`config.mk`:
```
export PLATFORM = sky130hd
export DESIGN_NAME = ex_div
export DESIGN_NICKNAME = d
export VERILOG_FILES = /design/src/rtl/ex_div.sv
export SDC_FILE = /design/constraint.sdc
export NUM_CORES = 1
export LEC_CHECK = 0
export ABC_AREA = 1
export BUFFER_PORTS_ARGS = -buffer_cell sky130_fd_sc_hd__clkbuf_2
export CAP_MARGIN = 20
export CORE_UTILIZATION = 38
export CTS_CLUSTER_DIAMETER = 30
export DETAILED_ROUTE_END_ITERATION = 10
export GPL_ROUTABILITY_DRIVEN = 0
export HOLD_SLACK_MARGIN = 0.03
export SETUP_SLACK_MARGIN = 0.15
export SLEW_MARGIN = 20
export SYNTH_ARGS = -nofsm -noshare
export SYNTH_HDL_FRONTEND = slang
export SYNTH_SLANG_ARGS = --single-unit
```
`constraint.sdc`:
```
create_clock -name clk -period 1.9 [get_ports clk]
set_input_delay 0.095 -clock clk [delete_from_list [all_inputs] [get_ports clk]]
set_output_delay 0.095 -clock clk [all_outputs]
set_load 0.005 [all_outputs]
```
`src/rtl/ex_div.sv`:
```
// ex_div: iterative 32-bit radix-2 restoring divider for the EX stage.
// It implements DIV/DIVU/REM/REMU and takes 32 CALC cycles per op. It also
// requests an EX stall while an op is in flight and holds the result until
// the stage after EX advances.
//
// Optional build macro: EX_DIV_FAST_SPECIAL_EN
//   When defined, divide-by-zero and signed overflow are detected in IDLE
//   and skip CALC. Results are the same either way.
//
// Ports:
//   clk          core clock
//   rst          synchronous active-high reset
//   start_i      EX holds a valid divide op (held until retire)
//   op_i         00 DIV, 01 DIVU, 10 REM, 11 REMU
//   dividend_i   rs1, divisor_i rs2 (sampled on IDLE->busy)
//   flush_i      annuls the EX instruction, cancels any op
//   stalled_i    stall vector; bit 4 = stage after EX frozen
//   stallreq_o   EX stall request
//   ready_o      result valid (DONE)
//   result_o     quotient/remainder, 0 when not ready
//
// state | meaning
// IDLE  | waiting for start_i
// CALC  | one restoring step per cycle, 32 steps
// FIX   | sign / special-case fixup, result registered
// DONE  | result valid, waiting for the stage after EX to advance
module ex_div (
  input  logic        clk,
  input  logic        rst,
  input  logic        start_i,
  input  logic [1:0]  op_i,
  input  logic [31:0] dividend_i,
  input  logic [31:0] divisor_i,
  input  logic        flush_i,
  input  logic [4:0]  stalled_i,
  output logic        stallreq_o,
  output logic        ready_o,
  output logic [31:0] result_o
);

  typedef enum logic [1:0] {IDLE, CALC, FIX, DONE} state_t;

  state_t      state;
  logic [4:0]  cnt;
  logic [63:0] acc;      // {rem, quo} shift register
  logic [31:0] dvsr;     // absolute divisor
  logic [31:0] a_raw;
  logic [31:0] b_raw;
  logic [31:0] res_q;
  logic [1:0]  op_q;
  logic        neg_q;
  logic        neg_r;

  // Operand conditioning on the raw inputs
  logic        in_signed;
  logic [31:0] a_abs;
  logic [31:0] b_abs;
  logic        in_special;

  assign in_signed  = ~op_i[0];
  assign a_abs      = (in_signed & dividend_i[31]) ? (32'd0 - dividend_i) : dividend_i;
  assign b_abs      = (in_signed & divisor_i[31])  ? (32'd0 - divisor_i)  : divisor_i;
  assign in_special = (divisor_i == 32'd0) |
                      (in_signed & (dividend_i == 32'h8000_0000) & (divisor_i == 32'hFFFF_FFFF));

  // One restoring step. The remainder is always below the divisor, so after
  // the shift the 33-bit partial fits, and a non-negative difference fits in
  // 32 bits; the low 32 bits of the subtraction are therefore exact.
  logic [32:0] part;
  logic        no_borrow;
  logic [31:0] rem_next;

  assign part      = acc[63:31];
  assign no_borrow = (part >= {1'b0, dvsr});
  assign rem_next  = no_borrow ? (part[31:0] - dvsr) : part[31:0];

  // Fixup
  logic [31:0] q_raw;
  logic [31:0] r_raw;
  logic [31:0] quo_f;
  logic [31:0] rem_f;
  logic [31:0] fix_res;
  logic        q_signed;
  logic        div_zero;
  logic        ovf;

  assign q_raw    = acc[31:0];
  assign r_raw    = acc[63:32];
  assign q_signed = ~op_q[0];
  assign div_zero = (b_raw == 32'd0);
  assign ovf      = q_signed & (a_raw == 32'h8000_0000) & (b_raw == 32'hFFFF_FFFF);

  always_comb begin
    quo_f = neg_q ? (32'd0 - q_raw) : q_raw;
    rem_f = neg_r ? (32'd0 - r_raw) : r_raw;
    if (div_zero) begin
      quo_f = 32'hFFFF_FFFF;
      rem_f = a_raw;
    end else if (ovf) begin
      quo_f = 32'h8000_0000;
      rem_f = 32'd0;
    end
    fix_res = op_q[1] ? rem_f : quo_f;
  end

  always_ff @(posedge clk) begin
    if (rst) begin
      state <= IDLE;
      cnt   <= 5'd0;
      acc   <= 64'd0;
      dvsr  <= 32'd0;
      a_raw <= 32'd0;
      b_raw <= 32'd0;
      op_q  <= 2'd0;
      neg_q <= 1'b0;
      neg_r <= 1'b0;
      res_q <= 32'd0;
    end else if (flush_i) begin
      state <= IDLE;
    end else begin
      case (state)
        IDLE: begin
          if (start_i) begin
            acc   <= {32'd0, a_abs};
            dvsr  <= b_abs;
            a_raw <= dividend_i;
            b_raw <= divisor_i;
            op_q  <= op_i;
            neg_q <= in_signed & (dividend_i[31] ^ divisor_i[31]);
            neg_r <= in_signed & dividend_i[31];
            cnt   <= 5'd0;
`ifdef EX_DIV_FAST_SPECIAL_EN
            state <= in_special ? FIX : CALC;
`else
            state <= CALC;
`endif
          end
        end
        CALC: begin
          acc <= {rem_next, acc[30:0], no_borrow};
          cnt <= cnt + 5'd1;
          if (cnt == 5'd31) state <= FIX;
        end
        FIX: begin
          res_q <= fix_res;
          state <= DONE;
        end
        DONE: begin
          // start_i low here means EX abandoned the op; drop the result.
          if (!stalled_i[4] || !start_i) state <= IDLE;
        end
        default: state <= IDLE;
      endcase
    end
  end

`ifndef EX_DIV_FAST_SPECIAL_EN
  // Special cases take the full CALC path in this build.
  logic unused_special;
  assign unused_special = in_special;
`endif

  assign stallreq_o = ~flush_i & (((state == IDLE) & start_i) | (state == CALC) | (state == FIX));
  assign ready_o    = (state == DONE);
  assign result_o   = (state == DONE) ? res_q : 32'd0;

endmodule

```
==> run metrics <==
Worst Path Required=2.43 ns; CP max FO=9; Syn. warnings=0; sw power=6.87 mW; DIE WIDTH=204 um; post-DP HPWL=49.5 mm; Post-Route WL=71.6 mm; Static Leak=12.8 nW; Worst setup EP type=flip-flop; grt total ovfl=0; R2R setup slack=-0.28 ns; setup ws final=-0.278 ns; hold worst-path end=dvsr[1]$_SDFFE_PP0P_; gr busiest metal=met2; Syn Std Cell Area=15400 um^2; combinational share of power=between 30% and 40%; worst r2r path cells=12; clock buffer depth=3; CP Launch Type=flip-flop; met3 Use GR=6.09%; num ports=109; nets=approximately 3400; largest net degree at the start of global routing=119; post-synth top area share=26.2%; period utilisation layout=115%; Worst Hold Launch=divisor_i[0]; Hold Slack=roughly 0.056 ns; first-pass GRT wire length=106 mm; synth top area cells=dfxtp_1 26%, nand2_1 16%, inv_1 8.3%; Worst Hold Class=input port to flip-flop; status=finished with violations; clk_lat worst skew=0.61 ns; CTS tree=built; met2 usage in global routing=between 50% and 60%; Reg power frac=23.0%; Root Buffer=clkbuf_16; Reg clk slew, reported paths=0.05 ns; FF-to-FF Start=dvsr[12]$_SDFFE_PP0P_; r2r endpoint=acc[32]$_SDFFE_PP0P_; Die Ht=204 um; Worst Max-Slew Pin Slew=between 0.6 and 0.7 ns; post-synthesis register bit count=202; minimum clock period after layout=2.18 ns; via count=20900; share of power burned in the clock network=about 46%; max_slew headroom=57.4%; vias in the first global route=19600; vias per cell=5.49; critical path class=flip-flop to flip-flop; final number of setup-violating endpoints=60; Syn Nets=roughly 2700; fraction of registers with async set or reset after synthesis=0%; synth unique cells=56; max-cap violation count=0; Iter 0 DRT Violations=approximately 2400; P&R area growth vs syn=67.8%; Die ar.=41500 um^2; internal power=13.7 mW; Gate Count Post-Synth=2624; DRT Pass-1 Iters=6; final hold viol count=0; Port Buf Inserts=104; WHS Path Cells=5; Top FF cell, synth=dfxtp_1; row count=73; failing checks=negative setup slack; Post-synth EDFFs=0; Core Area=39900 um^2; Placed Area=19600 um^2; final instance area=approximately 26000 um^2; met1 Use GR=approximately 44%; CTS Buf Count=55; syn_area_per_cell=5.89 um^2; WL/cell=between 15 and 20 um; PwrDens=792 nW/um^2; area leader, netlist=dfxtp_1; Routed Antenna Nets=0; Fin Clk Skew=0.0336 ns; switching share of power=33.5%; sequential share of the synthesized area=26.2%; # diodes=0; RSZ-0062 raised after global routing=yes; final slew viol count=0; maximum VDD drop=0.000837 V; clock sinks=a little over 200; DRC Markers=0; Critical Path AT=about 2.7 ns; GR Util All Layers=32.5%; fmax=roughly 460 MHz; initial antenna violation count=1; layout cells sized above 1=39.5%; Initial Util=about two fifths; htree depth=2
-- stage by stage --
stage	TNS [ns]	util [%]	total power, mW	instances	setup WS [ns]
finish	-9.25	64.9	20.5	3813	-0.278
CTS	-5.94	60.4	19.8	3761	-0.182
detailed placement	-15.31	49.0	9.49	3515	-0.379
floorplan	0	-	7.53	2624	0.0637
global placement	-13.24	49.0	9.45	3515	-0.308
global route	-15.16	64.9	21.3	3813	-0.360
-- kinds of logic after synthesis --
group | after synthesis | synth area share, %
buf+inv | 464 | 11.9
simple gates | 1362 | 38.2
compound gates | 520 | 18.3
flops | 202 | 26.2
fa+ha+maj | 43 | 3.53
xor+xnor | 33 | 1.87
-- metal layers --
layer	vias up	share of wire [%]
met3	231	10
met1	9734	42
met5	-	0
li1	9845	-
met4	0	4.8
met2	1112	44
-- how the worst max path moves through the flow --
stage	slack, ns	startpoint	depth (start not counted)	to
CTS	-0.18	dvsr[11]$_SDFFE_PP0P_	18	acc[62]$_SDFFE_PP0P_
finish	-0.28	dvsr[12]$_SDFFE_PP0P_	12	acc[32]$_SDFFE_PP0P_
global route	-0.36	dvsr[12]$_SDFFE_PP0P_	12	acc[44]$_SDFFE_PP0P_
global placement	-0.31	state[1]$_SDFFE_PP0P_	9	dvsr[24]$_SDFFE_PP0P_
detailed placement	-0.38	state[0]$_SDFFE_PP0P_	9	dvsr[24]$_SDFFE_PP0P_
floorplan	0.06	acc[31]$_SDFFE_PP0P_	16	acc[58]$_SDFFE_PP0P_
-- timing repair --
| action | CTS | global route |
|---|---|---|
| gates cloned | 12 | 7 |
| endpoints found under the setup margin | 173 | 188 |
| hold endpoints to repair | 115 | 9 |
| setup buffers | 62 | 44 |
| pin swaps | 131 | 161 |
| resized for setup | 345 | 421 |
| hold buffers | 70 | 6 |
-- worst max-delay path: stages (launching register included) --
cell and delay (ns):
dfxtp_2 0.34, inv_4 0.05, ha_4 0.29, nand2_4 0.08, nor4_4 0.37, nand2_2 0.11, nand2_2 0.11, nand2_4 0.09
buf_12 0.16, buf_16 0.15, nand3_2 0.06, nand3_1 0.10, a21oi_1 0.16
-- layout make-up --
cell class	instances	area (um^2)
inverters	356	1400
clock buffers	70	1510
repair buffers	668	5880
multi-input cells	1960	11900
well taps	525	657
clock inverters	32	407
fillers	3342	14000
flip-flops and latches	202	4150
-- synth_stat cells, types with 3 or more instances --
cell / count
nand2_1: 672
inv_1: 342
nor2_1: 293
nand3_1: 247
a21oi_1: 235
dfxtp_1: 202
o21ai_0: 183
clkbuf_1: 66
nand4_1: 52
ha_1: 42
nor3_1: 29
a31oi_1: 24
o211ai_1: 22
buf_2: 19
xor2_1: 19
nor2_2: 17
xnor2_1: 14
a211oi_1: 13
nand3_2: 13
buf_1: 12
inv_2: 12
nand2_2: 10
o21ai_1: 10
o21bai_1: 8
buf_6: 7
nand3b_1: 6
a21oi_2: 5
o22ai_1: 5
buf_4: 4
nor4_1: 4
nand2_4: 3
o21a_1: 3
-- cells in the final DEF (no fill, tap or decap), drive strengths merged, types with 5 or more instances in the layout --
master       count
a21oi          241
nand4           53
o21ai          194
a211oi          13
clkinvlp         5
ha              42
nor3            32
bufinv           6
o22ai            5
dfxtp          202
nand3b           6
nor4             5
nor2           313
dlygate4sd3     71
a31oi           24
nand3          260
o211ai          22
inv            356
clkbuf         164
clkinv          21
o21bai          10
buf            500
xor2            19
xnor2           14
nand2          688
-- flip-flops by register name (all words and copies together), names as in the netlist --
| register | count |
|---|---|
| acc | 64 |
| a_raw | 32 |
| dvsr | 32 |
| res_q | 32 |
| b_raw | 31 |
| cnt | 5 |
| op_q | 2 |
| state | 2 |
| neg_q | 1 |
| neg_r | 1 |
-- power groups by stage --
stage               registers (mW)  clock network [mW]  logic [mW]
floorplan                     4.69                   0        2.84
global placement              4.74                   0        4.71
detailed placement            4.74                   0        4.74
CTS                           4.69                9.50        5.60
global route                  4.74                9.79        6.76
finish                        4.72                9.49        6.32
Note: power is estimated with default switching activity, not from simulation.
